===== src/rtl/tcp_dma_pkg.sv =====
// tcp_dma_pkg
//   Shared definitions for the TCP RX -> DMA ring writer:
//   - state_t     : FSM state encoding of tcp_rx_to_dma_write
//   - DMA_ALIGN   : byte alignment of every packet slot in the host ring
//   - sat_inc32   : saturating 32-bit increment used for statistics counters
package tcp_dma_pkg;

    typedef enum logic [2:0] {
        UNCFG  = 3'd0,
        IDLE   = 3'd1,
        CMD    = 3'd2,
        STREAM = 3'd3,
        DROP   = 3'd4
    } state_t;

    localparam int unsigned DMA_ALIGN = 64;

    function automatic logic [31:0] sat_inc32(input logic [31:0] v);
        return (v == 32'hFFFF_FFFF) ? v : v + 32'd1;
    endfunction

endpackage


===== src/rtl/ring_space_calc.sv =====
// ring_space_calc
//   Purely combinational ring-space evaluation for one packet.
//   Ports:
//     size   : ring size in bytes (power of two, >= 64)
//     wr_ptr : produced byte pointer (free-running, wraps mod 2^PTR_W)
//     rd_ptr : host-consumed byte pointer (free-running)
//     len    : packet length in bytes
//     alen   : len rounded up to DMA_ALIGN
//     pad    : bytes skipped so the packet does not straddle the ring end
//     free   : bytes available in the ring
//     fits   : free >= pad + alen
module ring_space_calc
    import tcp_dma_pkg::*;
#(
    parameter int PTR_W = 32
) (
    input  logic [PTR_W-1:0] size,
    input  logic [PTR_W-1:0] wr_ptr,
    input  logic [PTR_W-1:0] rd_ptr,
    input  logic [15:0]      len,
    output logic [PTR_W-1:0] alen,
    output logic [PTR_W-1:0] pad,
    output logic [PTR_W-1:0] free,
    output logic             fits
);

    localparam logic [PTR_W-1:0] ALIGN_MASK = PTR_W'(DMA_ALIGN - 1);

    logic [PTR_W-1:0] off;
    logic [PTR_W-1:0] used;

    always_comb begin
        alen = (PTR_W'(len) + ALIGN_MASK) & ~ALIGN_MASK;
        off  = wr_ptr & (size - 1'b1);
        // A packet that would run past the end of the ring restarts at offset 0.
        pad  = ((off + alen) > size) ? (size - off) : '0;
        // Pointers are free-running, so the subtraction wraps naturally.
        used = wr_ptr - rd_ptr;
        free = size - used;
        fits = (free >= (pad + alen));
    end

endmodule


===== src/rtl/tcp_rx_to_dma_write.sv =====
// tcp_rx_to_dma_write
//   Writes received TCP payload into a host ring buffer through a DMA
//   write command/data stream. Each packet gets one DMA command at a
//   64-byte-aligned ring offset; payload beats pass straight through.
//   Packets with len=0, len>ring size (or, with the filter, a foreign
//   session) are drained and counted in drop_cnt.
//   Optional build macro: TCP_RX_SESSION_FILTER_EN
//     defined   : s_cfg_data is 112 bits, session_id in [111:96]
//     undefined : s_cfg_data is 96 bits, every session accepted
//   Ports:
//     clk, rst                    : clock, synchronous active-high reset
//     s_cfg_*                     : {base_addr[95:32], ring_size[31:0]}
//     s_rd_ptr_valid, s_rd_ptr    : host-consumed byte pointer update
//     s_axis_rx_meta_*            : {len[31:16], session[15:0]}
//     s_axis_rx_data_*            : payload stream in
//     m_axis_dma_write_cmd_*      : DMA command (address, length)
//     m_axis_dma_write_data_*     : payload stream out
//     wr_ptr, drop_cnt            : produced byte pointer, dropped packets
module tcp_rx_to_dma_write
    import tcp_dma_pkg::*;
#(
    parameter int DATA_W = 512,
    parameter int PTR_W  = 32
) (
    input  logic                clk,
    input  logic                rst,
    input  logic                s_cfg_valid,
    output logic                s_cfg_ready,
`ifdef TCP_RX_SESSION_FILTER_EN
    input  logic [111:0]        s_cfg_data,
`else
    input  logic [95:0]         s_cfg_data,
`endif
    input  logic                s_rd_ptr_valid,
    input  logic [PTR_W-1:0]    s_rd_ptr,
    input  logic                s_axis_rx_meta_valid,
    output logic                s_axis_rx_meta_ready,
    input  logic [31:0]         s_axis_rx_meta_data,
    input  logic                s_axis_rx_data_valid,
    output logic                s_axis_rx_data_ready,
    input  logic [DATA_W-1:0]   s_axis_rx_data_data,
    input  logic [DATA_W/8-1:0] s_axis_rx_data_keep,
    input  logic                s_axis_rx_data_last,
    output logic                m_axis_dma_write_cmd_valid,
    input  logic                m_axis_dma_write_cmd_ready,
    output logic [63:0]         m_axis_dma_write_cmd_address,
    output logic [31:0]         m_axis_dma_write_cmd_length,
    output logic                m_axis_dma_write_data_valid,
    input  logic                m_axis_dma_write_data_ready,
    output logic [DATA_W-1:0]   m_axis_dma_write_data_data,
    output logic [DATA_W/8-1:0] m_axis_dma_write_data_keep,
    output logic                m_axis_dma_write_data_last,
    output logic [PTR_W-1:0]    wr_ptr,
    output logic [31:0]         drop_cnt
);

    state_t           state_q;
    logic [63:0]      base_q;
    logic [31:0]      size_q;
    logic [PTR_W-1:0] wr_ptr_q;
    logic [PTR_W-1:0] rd_ptr_q;
    logic [31:0]      drop_cnt_q;
    logic [15:0]      len_p0;
    logic [PTR_W-1:0] alen_p0;
`ifdef TCP_RX_SESSION_FILTER_EN
    logic [15:0]      session_id_q;
`endif

    logic [15:0]      meta_len;
    logic [15:0]      meta_session;
    logic [PTR_W-1:0] size_ptr;
    logic [PTR_W-1:0] calc_alen;
    logic [PTR_W-1:0] calc_pad;
    logic [PTR_W-1:0] calc_free;
    logic             calc_fits;
    logic             meta_drop;
    logic             cfg_hs;
    logic             meta_hs;

    assign meta_len     = s_axis_rx_meta_data[31:16];
    assign meta_session = s_axis_rx_meta_data[15:0];
    assign size_ptr     = PTR_W'(size_q);

    ring_space_calc #(
        .PTR_W (PTR_W)
    ) u_space (
        .size   (size_ptr),
        .wr_ptr (wr_ptr_q),
        .rd_ptr (rd_ptr_q),
        .len    (meta_len),
        .alen   (calc_alen),
        .pad    (calc_pad),
        .free   (calc_free),
        .fits   (calc_fits)
    );

`ifdef TCP_RX_SESSION_FILTER_EN
    assign meta_drop = (meta_len == 16'd0) || ({16'd0, meta_len} > size_q) ||
                       (meta_session != session_id_q);
`else
    logic unused_session;
    assign unused_session = ^meta_session;
    assign meta_drop = (meta_len == 16'd0) || ({16'd0, meta_len} > size_q);
`endif

    // A pending cfg takes the IDLE slot, so meta is held off in that cycle.
    assign s_cfg_ready          = (state_q == UNCFG) || (state_q == IDLE);
    assign s_axis_rx_meta_ready = (state_q == IDLE) && !s_cfg_valid &&
                                  (meta_drop || calc_fits);
    assign cfg_hs  = s_cfg_valid && s_cfg_ready;
    assign meta_hs = s_axis_rx_meta_valid && s_axis_rx_meta_ready;

    // wr_ptr already includes the pad once the meta has been accepted.
    assign m_axis_dma_write_cmd_valid   = (state_q == CMD);
    assign m_axis_dma_write_cmd_address = base_q + 64'(wr_ptr_q & (size_ptr - 1'b1));
    assign m_axis_dma_write_cmd_length  = {16'd0, len_p0};

    // Payload passes through with no register stage.
    assign m_axis_dma_write_data_valid = (state_q == STREAM) && s_axis_rx_data_valid;
    assign s_axis_rx_data_ready        = ((state_q == STREAM) && m_axis_dma_write_data_ready) ||
                                         (state_q == DROP);
    assign m_axis_dma_write_data_data  = s_axis_rx_data_data;
    assign m_axis_dma_write_data_keep  = s_axis_rx_data_keep;
    assign m_axis_dma_write_data_last  = s_axis_rx_data_last;

    assign wr_ptr   = wr_ptr_q;
    assign drop_cnt = drop_cnt_q;

    // ---- control state ----
    always_ff @(posedge clk) begin
        if (rst) begin
            state_q    <= UNCFG;
            base_q     <= '0;
            size_q     <= '0;
            wr_ptr_q   <= '0;
            rd_ptr_q   <= '0;
            drop_cnt_q <= '0;
        end else begin
            if ((state_q != UNCFG) && s_rd_ptr_valid)
                rd_ptr_q <= s_rd_ptr;
            if (cfg_hs) begin
                // Later assignment overrides a same-cycle rd_ptr update.
                base_q   <= s_cfg_data[95:32];
                size_q   <= s_cfg_data[31:0];
                wr_ptr_q <= '0;
                rd_ptr_q <= '0;
                state_q  <= IDLE;
            end else begin
                case (state_q)
                    IDLE: begin
                        if (meta_hs) begin
                            if (meta_drop) begin
                                drop_cnt_q <= sat_inc32(drop_cnt_q);
                                state_q    <= DROP;
                            end else begin
                                wr_ptr_q <= wr_ptr_q + calc_pad;
                                state_q  <= CMD;
                            end
                        end
                    end
                    CMD: begin
                        if (m_axis_dma_write_cmd_ready) begin
                            wr_ptr_q <= wr_ptr_q + alen_p0;
                            state_q  <= STREAM;
                        end
                    end
                    STREAM: begin
                        if (s_axis_rx_data_valid && m_axis_dma_write_data_ready &&
                            s_axis_rx_data_last)
                            state_q <= IDLE;
                    end
                    DROP: begin
                        if (s_axis_rx_data_valid && s_axis_rx_data_last)
                            state_q <= IDLE;
                    end
                    default: state_q <= state_q;
                endcase
            end
        end
    end

`ifdef TCP_RX_SESSION_FILTER_EN
    always_ff @(posedge clk) begin
        if (rst)
            session_id_q <= '0;
        else if (cfg_hs)
            session_id_q <= s_cfg_data[111:96];
    end
`endif

    // ---- per-packet command fields ----
    always_ff @(posedge clk) begin
        if ((state_q == IDLE) && meta_hs && !meta_drop) begin
            len_p0  <= meta_len;
            alen_p0 <= calc_alen;
        end
    end

endmodule


===== config.mk =====
export PLATFORM = sky130hd
export DESIGN_NAME = tcp_rx_to_dma_write
export DESIGN_NICKNAME = d
export VERILOG_FILES = /design/src/rtl/tcp_dma_pkg.sv /design/src/rtl/ring_space_calc.sv /design/src/rtl/tcp_rx_to_dma_write.sv
export SDC_FILE = /design/constraint.sdc
export NUM_CORES = 1
export LEC_CHECK = 0
export CAP_MARGIN = 20
export CELL_PAD_IN_SITES_DETAIL_PLACEMENT = 1
export CELL_PAD_IN_SITES_GLOBAL_PLACEMENT = 2
export CORE_AREA = 2 2 574 576
export DETAILED_ROUTE_END_ITERATION = 10
export DIE_AREA = 0 0 576 578
export HOLD_SLACK_MARGIN = 0.1
export PLACE_DENSITY = 0.4
export SYNTH_ARGS = -nofsm -noshare
export SYNTH_HDL_FRONTEND = slang
export SYNTH_SLANG_ARGS = --single-unit

===== constraint.sdc =====
create_clock -name clk -period 17.9 [get_ports clk]
set_clock_uncertainty 0.15 [all_clocks]
set_input_delay 3.58 -clock clk [delete_from_list [all_inputs] [get_ports clk]]
set_output_delay 3.58 -clock clk [all_outputs]
set_load 0.02 [all_outputs]

==> flow_summary.ini, run 1 <==
[outcome]
status = finished, final reports clean

[worst_setup_path]
crit_type = primary input to primary output
rrSetupSlack_ns = 5.19
end_kind = primary output
cp_max_fo = 6
endpoint = s_axis_rx_meta_ready
critPathLaunchType = primary input
critPathArrivalTime_ns = 13.62
crit_path_max_incr_delay_ns = 0.45
crit_top_cell = buf_4
rr_startpoint = size_ptr[1]
cp.required_ns = 14.17
r2r_cells = 55
cp_slowest_cell = clkdlybuf4s50_1
cp-startpoint = s_axis_rx_meta_data[17]
r2r_end = wr_ptr[14]

[synth]
yosysWarnings = 0
ys.flop_type = dfxtp_1
yosys_register_bits = 222
seq_area_frac_synth_pct = 18.6
synth_area_leaders = buf_4 (18%), dfxtp_1 (15%), ha_1 (10%), nand2_1 (6.1%), a21oi_1 (5.7%)
synth_top_area_share_pct = 17.6
synth_area_leader_cell = buf_4
syn_inst = 3366
async_flop_share_pct = 0
synth_edf_count = 27
yosys.cell_types.count = 90
avgSynthCellArea_sq_um = 7.51
syn_area_sq_mm = 0.0253

[routing]
drt_iter0_markers = 720
drt-total-wl_mm = 157
vias = 22500
via_per_inst = 2.96
avgRoutedWirePerCell_um = 20.6
dr.pass1.iters = 7
drc_errors = 0
ant_nets = 0

[layout]
layout.nets = 4189
final_cell_mix = nand2_1 (409), clkdlybuf4s50_1 (296), a21oi_1 (279)
fill_cells = 39000
final_cells = 7593
synthToLayoutAreaGrowth_pct = 26.4
drive_gt1_share_pct = 9.38
final_common_cell = nand2_1
final_util_pct = 9.79
fin_area_sq_mm = 0.0320

[global_routing]
antenna_found_initial = 50
grt_pass1_vias = 24200
grt_first_pass_wirelength_mm = 209
gr-usage-all-layers_pct = 9.18
grt_max_degree = 65
overflow = 0

[timing]
worstMarginPinSlew_ns = 1.07
maxSlewViolCount = 0
setup_violations = 0
slew_headroom_pct = 28.6
min_period_ns = 17.35
max_freq_ghz = 0.0576
setup_tns_ns = 0
final_hold_viol_count = 0
period_share_pct = 96.9

[placed_design]
dpl_cell_area_sq_mm = 0.0302
io_buffers = 302
gpl.final_weighted_congestion = 0.750
place_inst = 7491
place_hpwl_mm = 133

[pwr]
seq_power_share_pct = 18.8
power_density_mw_per_mm2 = 110
ir_drop_mv = 0.0650
internal_power_w = 0.00188
switching_share_pct = 46.4
p_clk_share_pct = 25.2
p_leak_nw = 11.6
combPwrFrac_pct = 56.0
p_total_w = 0.00350
power_switching_w = 0.00163

[run]
maxCapViolations = 0

[clocking]
cts.sinks = 222
cts_buffers = 41
clk_latency_ns = 0.69
clkTransAtPathRegs_ns = 0.06
htree_num_levels = 2
cts_tree = built
root_buffer = clkbuf_16
cts_hold_buf = 0
clockBufferDepth = 3

[die]
num_rows = 210
die_x_um = 576
die_h_um = 578
start_util_pct = 7.75
die_area_sq_mm = 0.333
ios = 1487
coreArea_sq_mm = 0.326

[min_path]
hp-class = register to register
## registers in the layout (all words and copies together), names as in the netlist
register / count
drop_cnt: 32
state_q: 3
base_q: 64
len_p0: 16
wr_ptr: 32
rd_ptr_q: 32
size_ptr: 32
alen_p0: 11
## worst max-delay path: cells and delay by family
family | cells | cell delay, ns
AO/OA/AOI/OAI | 18 | 3.07
buffers and inverters | 14 | 2.44
AND/OR/NAND/NOR | 18 | 2.19
adder cells (fa/ha/maj) | 6 | 1.82
XOR/XNOR | 3 | 0.44
## synthesized netlist by cell type, types with 68 or more instances
master and count:
buf_4 593, nand2_1 411, a21oi_1 289, nor2_1 221, inv_1 211, ha_1 210, dfxtp_1 195, xnor2_1 150
o21ai_0 116, xor2_1 101, clkbuf_1 85, nand3_1 68
## metrics by stage
step	setup slack [ns]	hold WS (ns)
finish	0.551	0.304
floorplan	1.76	0.286
CTS	0.00792	0.310
global route	-0.00190	0.328
detailed placement	-0.991	0.301
global placement	-0.993	0.299
## per-layer routing
metal	track usage, %	vias to the layer above	share of wire (%)
met1	10.6	10700	41
met2	14.2	767	43
met5	0.0709	-	0.20
met3	3.46	479	8.7
met4	5.77	42	6.8
li1	-	10500	-
## cell type report
class / instances / area, sq um / share of cell area [%]
sequential: 222 / 4710 / 14.8
clock buffer: 57 / 1230 / 3.86
timing repair buffer: 464 / 4340 / 13.6
clock inverter: 19 / 201 / 0.630
inverter: 211 / 792 / 2.48
multi-input combinational: 2258 / 15200 / 47.6
antenna: 16 / 40.0 / 0.125
tap: 4346 / 5440 / 17.0
## worst min path at each step
stage            startpoint            to  slack, ns  depth (start not counted)
6_report       rd_ptr_q[28]  rd_ptr_q[28]       0.30                          2
2_1_floorplan    base_q[48]    base_q[48]       0.29                          2
3_3_place_gp    rd_ptr_q[1]   rd_ptr_q[1]       0.30                          2
5_1_grt          base_q[14]    base_q[14]       0.33                          2
3_5_place_dp   rd_ptr_q[28]  rd_ptr_q[28]       0.30                          2
4_1_cts        rd_ptr_q[28]  rd_ptr_q[28]       0.31                          2
## power groups by stage
stage	Sequential, W	Combinational, W	Clock [W]
6_report	0.000658	0.00196	0.000883
5_1_grt	0.000673	0.00222	0.000946
4_1_cts	0.000663	0.00202	0.000942
3_5_place_dp	0.000673	0.00197	0
3_3_place_gp	0.000673	0.00197	0
2_1_floorplan	0.000634	0.00136	0
## cell families (layout without fill, tap and decap cells)
logic type	after synthesis	count (layout)	synth area share (%)
compound gates	700	700	17.2
xor+xnor	251	251	8.69
fa+ha+maj	247	247	13.3
buf+inv	901	751	22.2
flops	222	222	18.6
mux	22	22	0.935
other cells	1	32	0.0148
simple gates	1022	1022	19.0
## timing repair
item,in CTS,in global routing
resized for setup,34,17
buffers inserted,2,8
pin swaps,10,20
setup endpoints to repair,1,1
(Power assumes the default switching activity.)
==> run 2: changes to the inputs <==
--- a/config.mk
+++ b/config.mk
@@ -11,6 +11,7 @@
 export CORE_AREA = 2 2 574 576
 export DETAILED_ROUTE_END_ITERATION = 10
 export DIE_AREA = 0 0 576 578
+export GPL_TIMING_DRIVEN = 0
 export HOLD_SLACK_MARGIN = 0.1
 export PLACE_DENSITY = 0.4
 export SYNTH_ARGS = -nofsm -noshare
==> flow_summary.ini, run 2 (synthesized netlist as in run 1, its figures left out) <==
[worst_setup_path]
cp_max_fo = 10
critPathArrivalTime_ns = 13.44
cp_slowest_cell = fa_1
crit_type = primary input to primary output
end_kind = primary output
rr_startpoint = size_ptr[1]
rrSetupSlack_ns = 4.06
critPathLaunchType = primary input
crit_path_max_incr_delay_ns = 0.46
r2r_end = wr_ptr[29]
cp.required_ns = 14.17
r2r_cells = 54

[placed_design]
gpl.final_weighted_congestion = 0.771
io_buffers = 878
place_inst = 8613
place_hpwl_mm = 155

[die]
start_util_pct = 7.75
num_rows = 210
die_area_sq_mm = 0.333
coreArea_sq_mm = 0.326
die_x_um = 576
die_h_um = 578
ios = 1487

[outcome]
status = finished, final reports clean

[layout]
top_register = base_q
final_cell_mix = clkdlybuf4s50_1 (867), buf_4 (610), nand2_1 (409)
final_cells = 8716
layout.nets = 5313
synthToLayoutAreaGrowth_pct = 64.5
drive_gt1_share_pct = 17.9
final_util_pct = 12.7
largest_reg_flops = 64
final_common_cell = clkdlybuf4s50_1

[clocking]
clockBufferDepth = 3
cts_tree = built
htree_num_levels = 2
cts.sinks = 222
root_buffer = clkbuf_16
cts_buffers = 40
clk_latency_ns = 0.64
clkTransAtPathRegs_ns = 0.05

[routing]
dr.pass1.iters = 5
drt-total-wl_mm = 175
avgRoutedWirePerCell_um = 20.0
drt_iter0_markers = 881
drc_errors = 0
ant_nets = 0
via_per_inst = 3.04
vias = 26500

[global_routing]
gr-usage-all-layers_pct = 10.0
antenna_found_initial = 78
grt_pass1_vias = 28400
grt_first_pass_wirelength_mm = 232
grt_max_degree = 21
overflow = 0

[pwr]
p_clk_share_pct = 22.8
switching_share_pct = 46.6
internal_power_w = 0.00202
power_switching_w = 0.00176
seq_power_share_pct = 17.0
combPwrFrac_pct = 60.2
p_total_w = 0.00378
p_leak_nw = 16.2
power_density_mw_per_mm2 = 90.9
ir_drop_mv = 0.0576

[min_path]
whs_endpoint = rd_ptr_q[5]
hold_start = rd_ptr_q[5]
hp-class = register to register
min_delay_path_depth = 2

[run]
maxCapViolations = 0

[timing]
final_hold_viol_count = 0
min_period_ns = 17.17
maxSlewViolCount = 0
setup_violations = 0
worstMarginPinSlew_ns = 1.09
max_freq_ghz = 0.0582
period_share_pct = 95.9
slew_headroom_pct = 27.5
-- run 2: changes by cell type in the layout (fill, tap and decap cells not counted), moves of 6 or more --
| cell | change |
|---|---|
| clkdlybuf4s50_1 | +571 |
| buf_4 | +457 |
| clkbuf_1 | +81 |
| buf_2 | +9 |
| clkinv_2 | -7 |
| clkbuf_2 | +6 |
-- run 2: cell type report --
cell class	instances	area [sq um]
clock buffer	57	1210
inverter	211	792
antenna	19	47.5
tap	4346	5440
clock inverter	14	188
multi-input combinational	2258	15400
fill	38900	285000
sequential	222	4710
buffer	690	4860
timing repair buffer	899	8950
-- run 2: power groups by stage --
stage          Combinational [W]  Sequential (W)  Clock (W)
2_1_floorplan            0.00136        0.000634          0
3_3_place_gp             0.00226        0.000657          0
3_5_place_dp             0.00227        0.000656          0
4_1_cts                  0.00235        0.000646   0.000916
5_1_grt                  0.00256        0.000655   0.000926
6_report                 0.00228        0.000643   0.000861
-- run 2: repair_timing --
action | CTS | global route
hold buffers | 0 | 0
pin swaps | 8 | 12
setup endpoints to repair | 57 | 1
gates resized for setup | 81 | 37
gates cloned | 0 | 0
buffers inserted | 5 | 8
-- run 2: worst max path at each step --
stage	end	slack, ns	cells past startpoint	from
after floorplan	s_axis_rx_meta_ready	1.76	50	s_axis_rx_meta_data[21]
after global placement	s_axis_rx_meta_ready	-5.15	50	s_axis_rx_meta_data[16]
after detailed placement	s_axis_rx_meta_ready	-4.03	52	s_axis_rx_meta_data[16]
after CTS	s_axis_rx_meta_ready	0.004	52	s_axis_rx_meta_data[19]
after global routing	s_axis_rx_meta_ready	-0.02	54	s_axis_rx_meta_data[20]
final	s_axis_rx_meta_ready	0.73	52	s_axis_rx_meta_data[20]
-- run 2: routing by layer --
metal	global-route usage, %	vias up	part of all wire (%)
li1	-	12800	-
met1	11.0	12500	39
met2	18.1	981	50
met3	3.85	186	9.0
met4	2.21	68	1.7
met5	0	-	0.24
-- run 2: through the flow --
stage	area (sq um)	setup TNS [ns]	hold slack, ns	worst slack (ns)
floorplan	25300	0	0.286	1.76
global placement	39600	-219.42	0.300	-5.15
detailed placement	39700	-74.69	0.303	-4.03
CTS	41400	0	0.311	0.00437
global route	41600	-0.0165	0.328	-0.0165
finish	41600	0	0.310	0.732
-- run 2: worst max-delay path, delay by kind of cell --
family | cells | cell delay [ns]
adder cells (fa/ha/maj) | 6 | 2.16
AND/OR/NAND/NOR | 24 | 3.81
XOR/XNOR | 3 | 0.32
AO/OA/AOI/OAI | 14 | 2.42
buffers and inverters | 5 | 1.09
==> run 3: changes to the inputs <==
--- a/config.mk
+++ b/config.mk
@@ -5,7 +5,6 @@
 export SDC_FILE = /design/constraint.sdc
 export NUM_CORES = 1
 export LEC_CHECK = 0
-export CAP_MARGIN = 20
 export CELL_PAD_IN_SITES_DETAIL_PLACEMENT = 1
 export CELL_PAD_IN_SITES_GLOBAL_PLACEMENT = 2
 export CORE_AREA = 2 2 574 576
==> constraint.sdc (replaced) <==
create_clock -name clk -period 18.7 [get_ports clk]
set_clock_uncertainty 0.15 [all_clocks]
set_input_delay 3.74 -clock clk [delete_from_list [all_inputs] [get_ports clk]]
set_output_delay 3.74 -clock clk [all_outputs]
set_load 0.02 [all_outputs]
==> flow_summary.ini, run 3 (synthesized netlist as in run 1, its figures left out) <==
[timing]
period_share_pct = 95.8
maxSlewViolCount = 0
holdWs_ns = 0.306
final_hold_viol_count = 0
max_freq_ghz = 0.0558
worstMarginPinSlew_ns = 1.46
min_period_ns = 17.92
slew_headroom_pct = 2.96
finalWorstSetupSlack_ns = 0.779
setup_violations = 0

[worst_setup_path]
end_kind = primary output
rr_startpoint = size_ptr[1]
cp.buffers_inverters = 5
crit_type = primary input to primary output
cp.required_ns = 14.81
critPathArrivalTime_ns = 14.03
cp_slowest_cell = fa_1
path_delay_family = compound AO/OA/AOI/OAI gates
cp_num_cells = 52
crit_path_max_incr_delay_ns = 0.42
r2r_end = wr_ptr[23]
cp_max_fo = 10
rrSetupSlack_ns = 3.87
r2r_cells = 58
critPathLaunchType = primary input

[die]
start_util_pct = 7.75
die_area_sq_mm = 0.333
num_rows = 210
die_x_um = 576
die_h_um = 578
coreArea_sq_mm = 0.326
ios = 1487

[routing]
avgRoutedWirePerCell_um = 20.1
drc_errors = 0
drt_iter0_markers = 854
vias = 26600
ant_nets = 0
via_per_inst = 3.05
drt-total-wl_mm = 175
dr.pass1.iters = 7

[min_path]
min_delay_path_depth = 2
whs_endpoint = base_q[62]
hold_start = base_q[62]
hp-class = register to register

[layout]
fill_cells = 38900
top_register = base_q
final_cell_mix = clkdlybuf4s50_1 (867), buf_4 (605), nand2_1 (410)
synthToLayoutAreaGrowth_pct = 63.5
drive_gt1_share_pct = 17.3
largest_reg_flops = 64
layout.nets = 5305
final_common_cell = clkdlybuf4s50_1

[clocking]
clkTransAtPathRegs_ns = 0.05
clk_latency_ns = 0.64
root_buffer = clkbuf_16
cts_tree = built
cts_hold_buf = 0
clockBufferDepth = 3
cts.sinks = 222
htree_num_levels = 2
cts_buffers = 40

[global_routing]
overflow = 0
grt_pass1_vias = 28500
grt_first_pass_wirelength_mm = 232
gr-usage-all-layers_pct = 10.0
antenna_found_initial = 75
grt_max_degree = 21

[pwr]
p_leak_nw = 16.1
ir_drop_mv = 0.0609
power_density_mw_per_mm2 = 86.5

[outcome]
status = finished, final reports clean

[placed_design]
io_buffers = 878
place_hpwl_mm = 155
gpl.final_weighted_congestion = 0.771
dp_worst_setup_slack_ns = -3.54

[run]
maxCapViolations = 0
run 3: changes by cell type in the layout (fill, tap and decap cells not counted), moves of 3 or more:
cell	previous run	this run
dlygate4sd2_1	1	5
buf_2	9	6
bufinv_16	4	1
buf_4	610	605
a21oi_1	278	283
clkinv_2	3	9
ha_1	207	210
a21oi_2	11	6
run 3: cell type report:
type                            count  area [sq um]  share of cell area, %
Multi-Input combinational cell   2258         15300                   36.9
Timing Repair Buffer              891          8890                   21.5
Tap cell                         4346          5440                   13.1
Buffer                            690          4860                   11.7
Sequential cell                   222          4710                   11.4
Clock buffer                       57          1230                   2.98
Inverter                          211           792                   1.92
Clock inverter                     14           105                  0.254
Antenna cell                       18          45.0                  0.109
run 3: worst max-delay path by stage:
stage / startpoint / to / slack [ns]
after detailed placement: s_axis_rx_meta_data[16] / s_axis_rx_meta_ready / -3.54
after global routing: s_axis_rx_meta_data[17] / s_axis_rx_meta_ready / -0.02
final: s_axis_rx_meta_data[21] / s_axis_rx_meta_ready / 0.78
after global placement: s_axis_rx_meta_data[16] / s_axis_rx_meta_ready / -4.67
after floorplan: s_axis_rx_meta_data[21] / s_axis_rx_meta_ready / 2.24
after CTS: s_axis_rx_meta_data[18] / s_axis_rx_meta_ready / 0.02
run 3: report_power, final:
group / internal (W) / switching (W)
registers: 0.000541 / 0.0000743
logic: 0.000879 / 0.00129
clock network: 0.000470 / 0.000325
total: 0.00189 / 0.00169
run 3: layer usage:
layer	GRT usage [%]	routed length [um]
met1	11.0	68100
met2	18.0	86900
met3	3.87	15800
met4	2.32	3580
met5	0	411
run 3: repair_timing:
action / in CTS / in global routing
gates cloned: 0 / 0
resized for setup: 52 / 27
buffers inserted: 7 / 2
pin swaps: 8 / 2
setup endpoints to repair: 23 / 1
run 3: stage by stage:
| step | TNS, ns | cells | instance area (sq um) | power [W] | util, % |
|---|---|---|---|---|---|
| final | 0 | 8707 | 41400 | 0.00358 | 12.7 |
| after global routing | -0.0212 | 8695 | 41300 | 0.00391 | 12.7 |
| after CTS | 0 | 8687 | 41200 | 0.00371 | 12.6 |
| after detailed placement | -43.41 | 8609 | 39600 | 0.00279 | 12.1 |
| after global placement | -179.26 | 8605 | 39600 | 0.00279 | 12.1 |
| after floorplan | 0 | 3381 | 25300 | 0.00191 | - |
run 3: worst min-delay path: stages, from the launching register on:
cell and delay (ns):
dfxtp_1 0.30, nand2_1 0.05, a21oi_1 0.05
